$ cat src/rtl/serial_adder_ctrl.sv
// Bit-serial adder controller.
// Accepts two WIDTH-bit operands plus a carry-in over a valid/ready handshake,
// runs them LSB-first through a single 1-bit full adder (one bit per clock,
// carry registered between bits) and returns sum/cout over a second
// valid/ready handshake.
// Optional feature: define SERIAL_SUB_EN to add a 'sub' input that turns the
// operation into a - b (mod 2^WIDTH), with cout=1 meaning "no borrow".

// Shared 1-bit full adder cell.
module full_adder (
    input  logic x,
    input  logic y,
    input  logic ci,
    output logic s,
    output logic co
);
    assign s  = x ^ y ^ ci;
    assign co = (x & y) | (ci & (x ^ y));
endmodule

module serial_adder_ctrl #(
    parameter int WIDTH = 8
) (
    input  logic             clk,
    input  logic             rst_n,
    input  logic             in_valid,
    output logic             in_ready,
    input  logic [WIDTH-1:0] a,
    input  logic [WIDTH-1:0] b,
    input  logic             cin,
`ifdef SERIAL_SUB_EN
    input  logic             sub,
`endif
    output logic             out_valid,
    input  logic             out_ready,
    output logic [WIDTH-1:0] sum,
    output logic             cout,
    output logic             busy
);

    localparam int CW = $clog2(WIDTH + 1);

    typedef enum logic [1:0] {
        IDLE = 2'd0,
        RUN  = 2'd1,
        DONE = 2'd2
    } state_t;

    state_t           state_q;
    state_t           state_d;

    logic [WIDTH-1:0] a_sh;
    logic [WIDTH-1:0] b_sh;
    logic [WIDTH-1:0] res_sh;
    logic [WIDTH-1:0] res_next;
    logic             carry_q;
    logic [CW-1:0]    cnt;

    logic             fa_s;
    logic             fa_co;
    logic             last_bit;
    logic             accept;
    logic [WIDTH-1:0] load_b;
    logic             load_c;

    assign accept   = in_valid && in_ready;
    assign last_bit = (cnt == CW'(WIDTH - 1));

    // Operand B and the initial carry as loaded at accept time.
`ifdef SERIAL_SUB_EN
    // Subtraction is a + ~b + 1, so the caller's cin is irrelevant then.
    assign load_b = sub ? ~b   : b;
    assign load_c = sub ? 1'b1 : cin;
`else
    assign load_b = b;
    assign load_c = cin;
`endif

    full_adder u_fa (
        .x  (a_sh[0]),
        .y  (b_sh[0]),
        .ci (carry_q),
        .s  (fa_s),
        .co (fa_co)
    );

    // Result register after this bit's sum enters at the MSB; a 1-bit
    // result has nothing to shift down, so it is just the new sum bit.
    generate
        if (WIDTH == 1) begin : g_res_w1
            assign res_next = fa_s;
        end else begin : g_res_wn
            assign res_next = {fa_s, res_sh[WIDTH-1:1]};
        end
    endgenerate

    // State register.
    always_ff @(posedge clk or negedge rst_n) begin
        // NOTE: sequential state uses non-blocking (<=) so every register
        // samples pre-edge values regardless of statement order.
        if (!rst_n) state_q <= IDLE;
        else        state_q <= state_d;
    end

    // Next-state logic plus the state-decoded handshake/status outputs.
    always_comb begin
        // NOTE: every output gets a default first so no path infers a latch.
        state_d  = state_q;
        in_ready = 1'b0;
        busy     = 1'b1;
        case (state_q)
            IDLE: begin
                in_ready = 1'b1;
                busy     = 1'b0;
                if (in_valid) state_d = RUN;
            end
            RUN: begin
                if (last_bit) state_d = DONE;
            end
            DONE: begin
                if (out_ready) state_d = IDLE;
            end
            default: begin
                state_d = IDLE;
            end
        endcase
    end

    // Serial datapath: load on accept, shift one bit per RUN cycle, capture
    // the result on the last bit, drop out_valid on the output handshake.
    always_ff @(posedge clk or negedge rst_n) begin
        if (!rst_n) begin
            // NOTE: the shift registers are flops, not a memory array, so
            // clearing them on reset is cheap and keeps them deterministic.
            a_sh      <= '0;
            b_sh      <= '0;
            res_sh    <= '0;
            carry_q   <= 1'b0;
            cnt       <= '0;
            sum       <= '0;
            cout      <= 1'b0;
            out_valid <= 1'b0;
        end else begin
            case (state_q)
                IDLE: begin
                    if (accept) begin
                        a_sh    <= a;
                        b_sh    <= load_b;
                        carry_q <= load_c;
                        res_sh  <= '0;
                        cnt     <= '0;
                    end
                end
                RUN: begin
                    a_sh    <= a_sh >> 1;
                    b_sh    <= b_sh >> 1;
                    res_sh  <= res_next;
                    carry_q <= fa_co;
                    cnt     <= cnt + 1'b1;
                    if (last_bit) begin
                        sum       <= res_next;
                        cout      <= fa_co;
                        out_valid <= 1'b1;
                    end
                end
                DONE: begin
                    if (out_ready) out_valid <= 1'b0;
                end
                default: begin
                    out_valid <= 1'b0;
                end
            endcase
        end
    end

endmodule

$ cat config.mk
export PLATFORM = sky130hd
export DESIGN_NAME = serial_adder_ctrl
export DESIGN_NICKNAME = d
export VERILOG_FILES = /design/src/rtl/serial_adder_ctrl.sv
export SDC_FILE = /design/constraint.sdc
export NUM_CORES = 1
export LEC_CHECK = 0
export ABC_AREA = 1
export BUFFER_PORTS_ARGS = -buffer_cell sky130_fd_sc_hd__buf_2
export CORE_AREA = 2 2 64 66
export DETAILED_ROUTE_END_ITERATION = 8
export DIE_AREA = 0 0 66 68
export GPL_ROUTABILITY_DRIVEN = 0
export HOLD_SLACK_MARGIN = 0.02
export PLACE_DENSITY = 0.84
export SYNTH_ARGS = -nofsm -noshare
export SYNTH_HDL_FRONTEND = slang
export SYNTH_SLANG_ARGS = --single-unit
$ cat constraint.sdc
create_clock -name clk -period 1.2 [get_ports clk]
set_input_delay 0.24 -clock clk [delete_from_list [all_inputs] [get_ports clk]]
set_output_delay 0.24 -clock clk [all_outputs]
set_load 0.1 [all_outputs]
==> summary.txt, run 1 <==
Critical path
  – Top delay family on crit path: flip-flops
  – Slowest stage delay, CP: 0.44 ns
  – Setup crit end kind: output port
  – CP Max Fanout: 4
  – Crit Path Class: flip-flop to output port
  – Critical path's slowest cell: dfrtp_1
  – Startpoint Class: flip-flop
  – WP data arrival: 1.27 ns
  – WP buf/inv: 2
  – Crit path cell chain: nor2_4, buf_4, buf_12
  – Critical path required time: 0.96 ns

STA
  – Worst slew pin tran: 0.295 ns
  – Final period util: 1.26
  – Hold Violations, Final: 0
  – F_max: 0.663 GHz
  – Hold slack: 0.141 ns
  – Period minus WS final: 1.51 ns
  – Setup violators final: 9
  – Worst slew margin: 0.801
  – RSZ-0062 raised after global routing: yes
  – Worst setup margin: -0.308 ns
  – Clock Skew: 0.00639 ns
  – Final Max Slew Viols: 0
  – Setup_tns: -0.687 ns

Clock network
  – CTS tree: built
  – CTS max path bufs: 2
  – Number of CTS-inserted buffers: 5
  – H-tree depth: 2
  – Sink Count: 40
  – Clk slew on worst S/H paths: 0.07 ns
  – CTS Root Cell: clkbuf_8
  – Clock latency on the worst-skew pair: 0.30 ns

Routing
  – Via total after detailed routing: 1,574
  – Wire per inst: 14.0 um
  – Drt first pass iters: 4
  – Post-route DRC: 0
  – Drt via density: 5.25
  – Total Wirelength: 4190 um
  – Antenna Nets Post-Route: 0
  – Initial DRC count: 66

Pwr
  – Internal: 4.17 mW
  – LEAKAGE: 1.28 nW
  – Power, Total: 7.55 mW
  – VDD IR-drop max: 1.68 mV
  – Pwr Density: 2950 nW/um2
  – Clock group share of total power: 0.159
  – Gate power share: 0.535
  – NetSw: 3.37 mW
  – Switching share of power: 0.447
  – Sequential power share: 0.306

Synthesis
  – Ys Warns: 0
  – Mapped Area: 1820 um2
  – Number of flops mapped to enable cells by yosys: 0
  – Fraction of registers with async set/reset: 1.00
  – Mapped Nets: 223
  – Synthesized instance count: 200
  – Commonest register cell after synthesis: dfrtp_1
  – Avg Cell Area, Syn: 9.08 um2
  – Top cell type's share of synthesized area: 0.551
  – Netlist cell types: 25
  – Synth area leaders: dfrtp_1 55%, nand3_1 16%, nand2_1 13%
  – Top post-synthesis cells by count: 63 x nand2_1, 59 x nand3_1, 40 x dfrtp_1
  – Most frequent cell after synthesis: nand2_1
  – Post-synth top area cell: dfrtp_1
  – Register bit total from synthesis: 40
  – Sequential fraction of the synthesis area: 0.551

Global route
  – Largest net degree at the start of global routing: 41
  – Remaining global-route overflow: 0
  – Number of global-route vias before repair: 1,489
  – Overall routing resource usage: 0.196
  – First-pass GRT wire length: 6520 um
  – Initial antenna violation count: 0

Placed design
  – PortBufs: 32
  – Post-DP HPWL: 2530 um
  – Setup WS pre-CTS: -0.0111 ns

Outcome
  – Outcome: finished with violations
  – Failing checks: negative setup slack

Die
  – Core Region: 3860 um2
  – Die width: 66 um
  – Chip height: 68 um
  – FP Rows: 23
  – Die area: 4490 um2
  – IO Count: 33
  – Initial Util: 0.471

Cells and area
  – Filler cells: 292
  – Layout area overhead: 40.8%
  – Ratio of cells with drive above 1 in the final layout: 0.316
  – Ant. Diodes: 0
  – Fin nets: 272
  – Fin util: 0.664

Worst hold path
  – Hold Path Class: input port to flip-flop

Job
  – Max cap viols: 0
==> metrics by stage <==
stage	cells	cell area [um2]
CTS	295	2430
global route	300	2560
global placement	283	2260
detailed placement	283	2260
floorplan	200	1840
finish	300	2560
==> state kept, by name (all words and copies together) (netlist names) <==
signal and cells:
cout 1, cnt 4, state_q 2, b_sh 8, res_sh 7, carry_q 1
sum 8, out_valid 1, a_sh 8
==> kinds of logic (layout without fill, tap and decap cells) <==
family,after synthesis,count (layout),synth area share
compound gates,8,8,0.0303
fa+ha+maj,2,2,0.0179
buf+inv,17,65,0.0654
simple gates,133,135,0.335
flops,40,40,0.551
==> cell type report <==
type,count,area (um2),share of cell area
clock buffers,7,96.3,0.0377
repair buffers,51,552,0.216
well taps,50,62.6,0.0244
multi-input cells,145,781,0.305
flip-flops and latches,40,1000,0.392
clock inverters,1,30.0,0.0117
inverters,6,33.8,0.0132
==> repair_timing <==
action	CTS	global route
resized for setup	4	19
cloned	1	2
hold buffers	1	0
buffers inserted	2	4
pin swaps	2	9
hold endpoints to repair	40	0
setup endpoints to repair	11	33
==> layer usage <==
| layer | routed length (um) | track usage | up-vias |
|---|---|---|---|
| li1 | - | - | 764 |
| met1 | 1690 | 0.228 | 753 |
| met2 | 2240 | 0.332 | 51 |
| met3 | 203 | 0.0444 | 6 |
| met4 | 58 | 0.122 | 0 |
| met5 | 0 | 0 | - |
==> path summary, 6_finish.rpt <==
path / startpoint / slack (ns) / end / depth (start not counted)
hold / removal: b[7] / 0.14 / b_sh[7] / 3
setup reg to reg: state_q[1] / -0.03 / a_sh[0] / 6
max in group asynchronous: rst_n / 0.56 / state_q[0] / 3
min in group asynchronous: rst_n / 0.43 / sum[1] / 3
hold reg to reg: res_sh[1] / 0.49 / sum[0] / 2
setup / recovery: state_q[1] / -0.31 / in_ready / 3
==> power by group through the flow <==
stage | Combinational (mW) | Clock, mW | Sequential, mW
final | 4.03 | 1.20 | 2.31
after floorplan | 1.50 | 0 | 3.15
after CTS | 3.66 | 1.22 | 2.27
after global placement | 3.50 | 0 | 2.28
after detailed placement | 3.57 | 0 | 2.30
after global routing | 4.31 | 1.28 | 2.38
==> tightest hold or removal path: stages <==
cell and delay [ns]:
buf_2 0.07, nand2_1 0.04, nand2_1 0.05
==> cells in the final DEF, fill, tap and decap left out, types with 2 or more instances in the layout <==
cell type  instances
buf_6              3
buf_4             11
o21ai_1            2
nor2_4             4
buf_2             20
nand2_4            3
dfrtp_2            2
clkbuf_8           7
dfrtp_1           38
inv_1              3
nor2_1             2
nand2_1           61
nand3_1           58
nand2_2            3
buf_12            15
Power figures use the tool's default switching activity.
==> run 2: changes to the inputs <==
==> config.mk (replaced) <==
export PLATFORM = sky130hd
export DESIGN_NAME = serial_adder_ctrl
export DESIGN_NICKNAME = d
export VERILOG_FILES = /design/src/rtl/serial_adder_ctrl.sv
export SDC_FILE = /design/constraint.sdc
export NUM_CORES = 1
export LEC_CHECK = 0
export ABC_AREA = 0
export BUFFER_PORTS_ARGS = -buffer_cell sky130_fd_sc_hd__buf_2
export CORE_AREA = 2 2 61 63
export DETAILED_ROUTE_END_ITERATION = 8
export DIE_AREA = 0 0 63 65
export GPL_ROUTABILITY_DRIVEN = 0
export HOLD_SLACK_MARGIN = 0.02
export PLACE_DENSITY = 0.87
export SYNTH_ARGS = -nofsm -noshare
export SYNTH_HDL_FRONTEND = slang
export SYNTH_SLANG_ARGS = --single-unit
==> constraint.sdc (replaced) <==
create_clock -name clk -period 1.5 [get_ports clk]
set_input_delay 0.3 -clock clk [delete_from_list [all_inputs] [get_ports clk]]
set_output_delay 0.3 -clock clk [all_outputs]
set_load 0.1 [all_outputs]
==> run 2 against run 1 <==
Net effect: the flow still finishes with violations (negative setup slack); sequential power shrank 20%; routed wire length shrank 14%; count of clock-buffer cells in the layout shrank 1; sequential share of layout area grew 6.3 points; core utilization shrank 3.4 points; first-iteration DRC count shrank 1.5%; combinational power shrank 39%; area after synthesis shrank 0.48%; critical path type unchanged.
==> summary.txt, run 2 <==
Clock network
  – H-tree depth: 2 (unchanged)
  – Sink Count: 40 (unchanged)
  – Clk slew on worst S/H paths: 0.11 ns (+0.04 ns)
  – CTS Root Cell: clkbuf_4
  – CTS max path bufs: 2 (unchanged)
  – Number of CTS-inserted buffers: 5 (unchanged)
  – CTS tree: built
  – Clock latency on the worst-skew pair: 0.35 ns (+0.05 ns)

Critical path
  – Slowest stage delay, CP: 0.42 ns (-0.02 ns)
  – Reg2Reg Depth: 5 (-1)
  – Critical path's slowest cell: dfrtp_1
  – Critical path required time: 1.20 ns (+0.24 ns)
  – Setup crit end kind: output port
  – Startpoint Class: flip-flop
  – Crit path cell chain: buf_6, or2_4, clkinvlp_4, buf_12
  – Crit Path Class: flip-flop to output port
  – WP data arrival: 1.38 ns (+0.11 ns)
  – CP Max Fanout: 2 (-2)

Die
  – Initial Util: 0.517 (+0.0461)
  – Chip height: 65 um (-4.4%)
  – Die area: 4100 um2 (-8.8%)
  – Die width: 63 um (-4.5%)
  – FP Rows: 22 (-4.3%)
  – Core Region: 3500 um2 (-9.3%)
  – IO Count: 33 (unchanged)

Cells and area
  – Ratio of cells with drive above 1 in the final layout: 0.327 (+0.0108)
  – Commonest cells after routing, fill and taps aside: 40 x dfrtp_1, 28 x buf_2, 19 x o21ai_0
  – Fin nets: 228 (-16%)
  – Layout area overhead: 21.7%
  – Most common cell after layout, fill and taps aside: dfrtp_1
  – Filler cells: 308 (+5.5%)
  – Multi-input gate area: 756 um2 (-3.2%)
  – Reg area: 1000 um2 (-0.25%)
  – Top Registers: a_sh x8, b_sh x8, sum x8
  – Ant. Diodes: 0 (unchanged)
  – Fin util: 0.629 (-0.0343)
  – Non-filler instance count after layout: 253 (-16%)

Synthesis
  – Mapped Nets: 185 (-17%)
  – Ys Warns: 0 (unchanged)
  – Top post-synthesis cells by count: 40 x dfrtp_1, 19 x o21ai_0, 18 x a21oi_1
  – Avg Cell Area, Syn: 11.2 um2 (+23%)
  – Number of flops mapped to enable cells by yosys: 0 (unchanged)
  – Fraction of registers with async set/reset: 1.00 (unchanged)
  – Post-synth top area cell: dfrtp_1
  – Synthesized instance count: 162 (-19%)
  – Netlist cell types: 24 (-4.0%)
  – Register bit total from synthesis: 40 (unchanged)
  – Commonest register cell after synthesis: dfrtp_1
  – Top cell type's share of synthesized area: 0.554 (+0.00267)
  – Sequential fraction of the synthesis area: 0.554 (+0.00267)
  – Synth area leaders: dfrtp_1 55%, a22oi_1 6.2%, mux2_2 6.2%
  – Most frequent cell after synthesis: dfrtp_1
  – Mapped Area: 1810 um2 (-0.48%)

STA
  – F_max: 0.595 GHz
  – RSZ-0062 raised after global routing: yes
  – Worst setup margin: -0.182 ns (+0.126 ns)
  – Setup violators final: 11 (+2)
  – Hold Violations, Final: 0 (unchanged)
  – Worst slew pin tran: 0.487 ns (+0.191 ns)
  – Period minus WS final: 1.68 ns
  – Setup_tns: -0.514 ns (+0.173 ns)
  – Clock Skew: 0.00714 ns (+0.000746 ns)
  – Worst slew margin: 0.676 (-0.126)
  – Final period util: 1.12
  – Final Max Slew Viols: 0 (unchanged)

Placed design
  – PortBufs: 32 (unchanged)
  – Dpl cells: 242 (-14%)
  – Post-DP HPWL: 2400 um (-5.2%)

Pwr
  – Switching share of power: 0.472 (+0.0247)
  – LEAKAGE: 1.04 nW (-18%)
  – VDD IR-drop max: 1.95 mV (+16%)
  – Clock group share of total power: 0.105 (-0.054)
  – Power, Total: 4.80 mW (-36%)
  – Pwr Density: 2180 nW/um2 (-26%)
  – NetSw: 2.26 mW (-33%)
  – Sequential power share: 0.384 (+0.078)
  – Internal: 2.53 mW (-39%)
  – Gate power share: 0.511 (-0.024)

Worst hold path
  – Hold Crit Depth: 3 (unchanged)
  – Hold Path Class: input port to flip-flop

Routing
  – Antenna Nets Post-Route: 0 (unchanged)
  – Drt first pass iters: 4 (unchanged)
  – Drt via density: 5.36 (+2.2%)
  – Initial DRC count: 65 (-1.5%)
  – Total Wirelength: 3590 um (-14%)
  – Wire per inst: 14.2 um (+1.7%)
  – Post-route DRC: 0 (unchanged)
  – Via total after detailed routing: 1,357 (-14%)

Global route
  – Number of global-route vias before repair: 1,307 (-12%)
  – Largest net degree at the start of global routing: 41 (unchanged)
  – First-pass GRT wire length: 6050 um (-7.2%)
  – Met1 Track Usage GR: 0.247 (+0.0188)
  – Met3 Resource Use GR: 0.0521 (+0.00768)
  – Remaining global-route overflow: 0 (unchanged)
  – Overall routing resource usage: 0.190 (-0.00671)
  – Met2 GRT Util: 0.318 (-0.0143)
  – Initial antenna violation count: 0 (unchanged)
  – Top Usage Layer GRT: met2

Job
  – Max cap viols: 0 (unchanged)

Outcome
  – Failing checks: negative setup slack
  – Outcome: finished with violations
-- run 2: cell count changes after synthesis, moves of 9 or more --
cell | before | now
mux2_2 | 0 | 10
a22oi_1 | 0 | 15
o21ai_0 | 2 | 19
a21oi_1 | 1 | 18
nand3_1 | 59 | 3
nor2b_1 | 0 | 15
nand2_1 | 63 | 5
a22o_1 | 0 | 9
-- run 2: area by class of cell --
class | count | share of cell area
Timing Repair Buffer | 47 | 0.150
Sequential cell | 40 | 0.455
Multi-Input combinational cell | 110 | 0.344
Inverter | 1 | 0.00341
Tap cell | 48 | 0.0273
Clock inverter | 1 | 0.00228
Clock buffer | 6 | 0.0188
-- run 2: repair_timing --
item / in CTS / in global routing
gates resized for setup: 1 / 9
endpoints found under the hold margin: 40 / 0
buffers inserted: 3 / 0
pin swaps: 2 / 0
setup endpoints to repair: 4 / 23
hold buffers: 1 / 0
-- run 2: path summary, 6_finish.rpt --
check                      slack (ns)         to       start
max                             -0.18   in_ready  state_q[1]
min                              0.23    a_sh[2]        a[2]
max reg2reg                     -0.03     sum[6]  state_q[1]
min reg2reg                      0.51  out_valid   out_valid
max in group asynchronous        0.63     sum[6]       rst_n
min in group asynchronous        0.52    b_sh[5]       rst_n
-- run 2: logic make-up (layout without fill, tap and decap cells) --
kind of cell / after synthesis / in the layout / synth area share
AOI/OAI and AO/OA: 64 / 64 / 0.221
adders and majority gates: 2 / 2 / 0.0180
buffers and inverters: 12 / 55 / 0.0360
DFF: 40 / 40 / 0.554
muxes: 10 / 10 / 0.0623
and+or+nand+nor: 34 / 34 / 0.109
-- run 2: worst max-delay path: cells and delay by family, from the launching register on --
family,cells,cell delay [ns]
AND/OR/NAND/NOR,1,0.25
buffers and inverters,3,0.36
flip-flops,1,0.42
-- run 2: metal layers --
metal  part of all wire  wire length, um
met1               0.45             1630
met2               0.49             1750
met3              0.052              187
met4             0.0075               27
met5                  0                0
-- run 2: through the flow --
step           setup slack (ns)  hold slack [ns]  instance area [um2]
2_1_floorplan            -0.209          0.00441                 1820
3_3_place_gp              0.108            0.378                 2090
3_5_place_dp             0.0241            0.384                 2090
4_1_cts                  -0.181            0.226                 2170
5_1_grt                  -0.224            0.225                 2200
6_report                 -0.182            0.228                 2200
-- run 2: power by group through the flow --
stage	Sequential [mW]	Clock [mW]	Combinational [mW]
6_report	1.84	0.503	2.45
5_1_grt	1.90	0.570	2.61
4_1_cts	1.83	0.514	2.42
3_5_place_dp	1.84	0	2.38
3_3_place_gp	1.83	0	2.34
2_1_floorplan	2.57	0	1.10
==> run 3: changes to the inputs <==
--- a/config.mk
+++ b/config.mk
@@ -11,8 +11,10 @@
 export DETAILED_ROUTE_END_ITERATION = 8
 export DIE_AREA = 0 0 63 65
 export GPL_ROUTABILITY_DRIVEN = 0
+export GPL_TIMING_DRIVEN = 0
 export HOLD_SLACK_MARGIN = 0.02
 export PLACE_DENSITY = 0.87
+export SLEW_MARGIN = 20
 export SYNTH_ARGS = -nofsm -noshare
 export SYNTH_HDL_FRONTEND = slang
 export SYNTH_SLANG_ARGS = --single-unit
==> run 3 against run 2 <==
Net effect: the flow still finishes with violations (negative setup slack); global-route usage up 1.4 points; cell count is 4.3% higher; combinational power increased by 9.8%; sequential share of layout area is 2.8 points lower; routed wire length up 15%; flip-flop and latch count is the same; clock power up 57%; hold slack worse by 0.17 ns; power up 11%; critical path depth shrank 1; clock skew rose by 0.0017 ns; critical endpoint unchanged; highest routed layer unchanged.
==> summary.txt, run 3 (synthesis gave the netlist of run 2 again) <==
Worst hold path
  – Hold Path Class: input port to asynchronous set/reset pin

Global route
  – Initial antenna violation count: 0 (unchanged)
  – Remaining global-route overflow: 0 (unchanged)
  – Overall routing resource usage: 0.203 (+0.0138)
  – Largest net degree at the start of global routing: 41 (unchanged)
  – Number of global-route vias before repair: 1,397 (+6.9%)
  – First-pass GRT wire length: 6360 um (+5.1%)

STA
  – Final period util: 1.11 (-0.0124)
  – RSZ-0062 raised after global routing: yes
  – Worst slew pin tran: 0.864 ns (+0.377 ns)
  – F_max: 0.601 GHz (+1.1%)
  – Worst slew margin: 0.424 (-0.252)
  – Period minus WS final: 1.66 ns (-0.0187 ns)
  – Hold Violations, Final: 0 (unchanged)
  – Worst setup margin: -0.163 ns (+0.0187 ns)
  – Final Max Slew Viols: 0 (unchanged)
  – Setup violators final: 13 (+2)
  – Clock Skew: 0.00885 ns (+0.00171 ns)

Cells and area
  – Most common cell after layout, fill and taps aside: dfrtp_1
  – Fin nets: 238 (+4.4%)
  – Commonest cells after routing, fill and taps aside: 39 x dfrtp_1, 27 x buf_2, 18 x a21oi_1
  – Ant. Diodes: 0 (unchanged)
  – Ratio of cells with drive above 1 in the final layout: 0.361 (+0.0343)
  – Fin util: 0.671 (+0.0415)
  – Top Registers: a_sh x8, b_sh x8, sum x8
  – Layout area overhead: 29.7%

Die
  – Die width: 63 um (unchanged)
  – Die area: 4100 um2 (unchanged)
  – Core Region: 3500 um2 (unchanged)
  – FP Rows: 22 (unchanged)
  – Initial Util: 0.517 (unchanged)
  – Chip height: 65 um (unchanged)
  – IO Count: 33 (unchanged)

Critical path
  – Startpoint Class: flip-flop
  – Critical path's slowest cell: dfrtp_2
  – CP Max Fanout: 8 (+6)
  – Setup crit end kind: output port
  – Crit path cell chain: or2_4, clkinvlp_4, buf_12
  – Slowest stage delay, CP: 0.49 ns (+0.07 ns)
  – Critical path required time: 1.20 ns (about the same)
  – WP buf/inv: 2 (-1)
  – WP data arrival: 1.36 ns (-0.02 ns)
  – Top delay family on crit path: flip-flops
  – Crit Path Class: flip-flop to output port

Clock network
  – CTS max path bufs: 2 (unchanged)
  – Number of CTS-inserted buffers: 5 (unchanged)
  – CTS Root Cell: clkbuf_4
  – H-tree depth: 2 (unchanged)
  – Clk slew on worst S/H paths: 0.12 ns (about the same)
  – Post-cts hold buffer count: 0 (-1)
  – Sink Count: 40 (unchanged)
  – CTS tree: built
  – Clock latency on the worst-skew pair: 0.35 ns (about the same)

Pwr
  – Pwr Density: 2270 nW/um2 (+4.1%)
  – VDD IR-drop max: 2.12 mV (+9.0%)
  – LEAKAGE: 1.13 nW (+7.9%)

Routing
  – Post-route DRC: 0 (unchanged)
  – Total Wirelength: 4110 um (+15%)
  – Antenna Nets Post-Route: 0 (unchanged)
  – Metal1 wirelength: 1840 um (+13%)
  – Met2 wire len: 2010 um (+15%)
  – Initial DRC count: 107 (+65%)
  – Via total after detailed routing: 1,445 (+6.5%)
  – Wire per inst: 15.6 um (+9.7%)
  – Drt first pass iters: 4 (unchanged)
  – DR top layer: met4
  – Drt via density: 5.47 (+2.0%)
  – Met3 wire length: 166 um (-11%)

Placed design
  – Post-DP HPWL: 2520 um (+4.8%)
  – Setup WS pre-CTS: -0.130 ns (-0.154 ns)
  – PortBufs: 32 (unchanged)

Outcome
  – Outcome: finished with violations
  – Failing checks: negative setup slack

Job
  – Max cap viols: 0 (unchanged)
## run 3: cell types whose count changed in the layout (fill, tap and decap cells not counted), moves of 2 or more
cell and change:
o21ai_0 -10, o21ai_1 +10, mux2_2 -8, mux2_4 +8
buf_4 +7, clkbuf_8 +3, buf_6 -2, clkbuf_1 +2
clkbuf_4 +2
## run 3: layer usage
| metal | GRT usage | up-vias |
|---|---|---|
| met2 | 0.338 | 35 |
| met1 | 0.255 | 709 |
| met3 | 0.0573 | 10 |
| li1 | - | 691 |
| met5 | 0 | - |
| met4 | 0.0722 | 0 |
## run 3: stage by stage
| step | area (um2) | power (mW) | hold slack [ns] | cells | TNS [ns] |
|---|---|---|---|---|---|
| floorplan | 1820 | 3.66 | 0.00441 | 162 | -0.209 |
| global placement | 2040 | 4.08 | 0.456 | 242 | -0.301 |
| detailed placement | 2040 | 4.15 | 0.463 | 242 | -0.305 |
| CTS | 2200 | 5.05 | 0.0693 | 255 | -0.570 |
| global route | 2340 | 5.63 | 0.0989 | 264 | -2.72 |
| finish | 2340 | 5.32 | 0.0560 | 264 | -1.47 |
## run 3: area by class of cell
cell class | instances | area [um2]
fill | 287 | 1150
sequential | 40 | 1000
multi-input combinational | 110 | 796
timing repair buffer | 46 | 298
buffer | 11 | 86.3
clock buffer | 7 | 65.1
tap | 48 | 60.1
clock inverter | 1 | 30.0
inverter | 1 | 7.51
## run 3: power breakdown
part	switching (mW)	total [mW]	internal, mW
sequential	0.337	1.84	1.51
combinational	1.70	2.69	0.988
clock	0.348	0.790	0.443
## run 3: worst paths after layout
path	from	to	slack [ns]	depth (start not counted)
max	state_q[0]	in_ready	-0.16	3
min	rst_n	a_sh[6]	0.06	1
max reg2reg	state_q[1]	sum[1]	-0.13	6
min reg2reg	cout	cout	0.52	1
max in group asynchronous	rst_n	state_q[0]	0.85	1
min in group clk	a[1]	a_sh[1]	0.22	3
## run 3: timing repair
| item | CTS | global route |
|---|---|---|
| setup buffers | 5 | 8 |
| pin swaps | 2 | 1 |
| endpoints found under the setup margin | 10 | 33 |
| cloned | 0 | 1 |
| resized for setup | 6 | 38 |
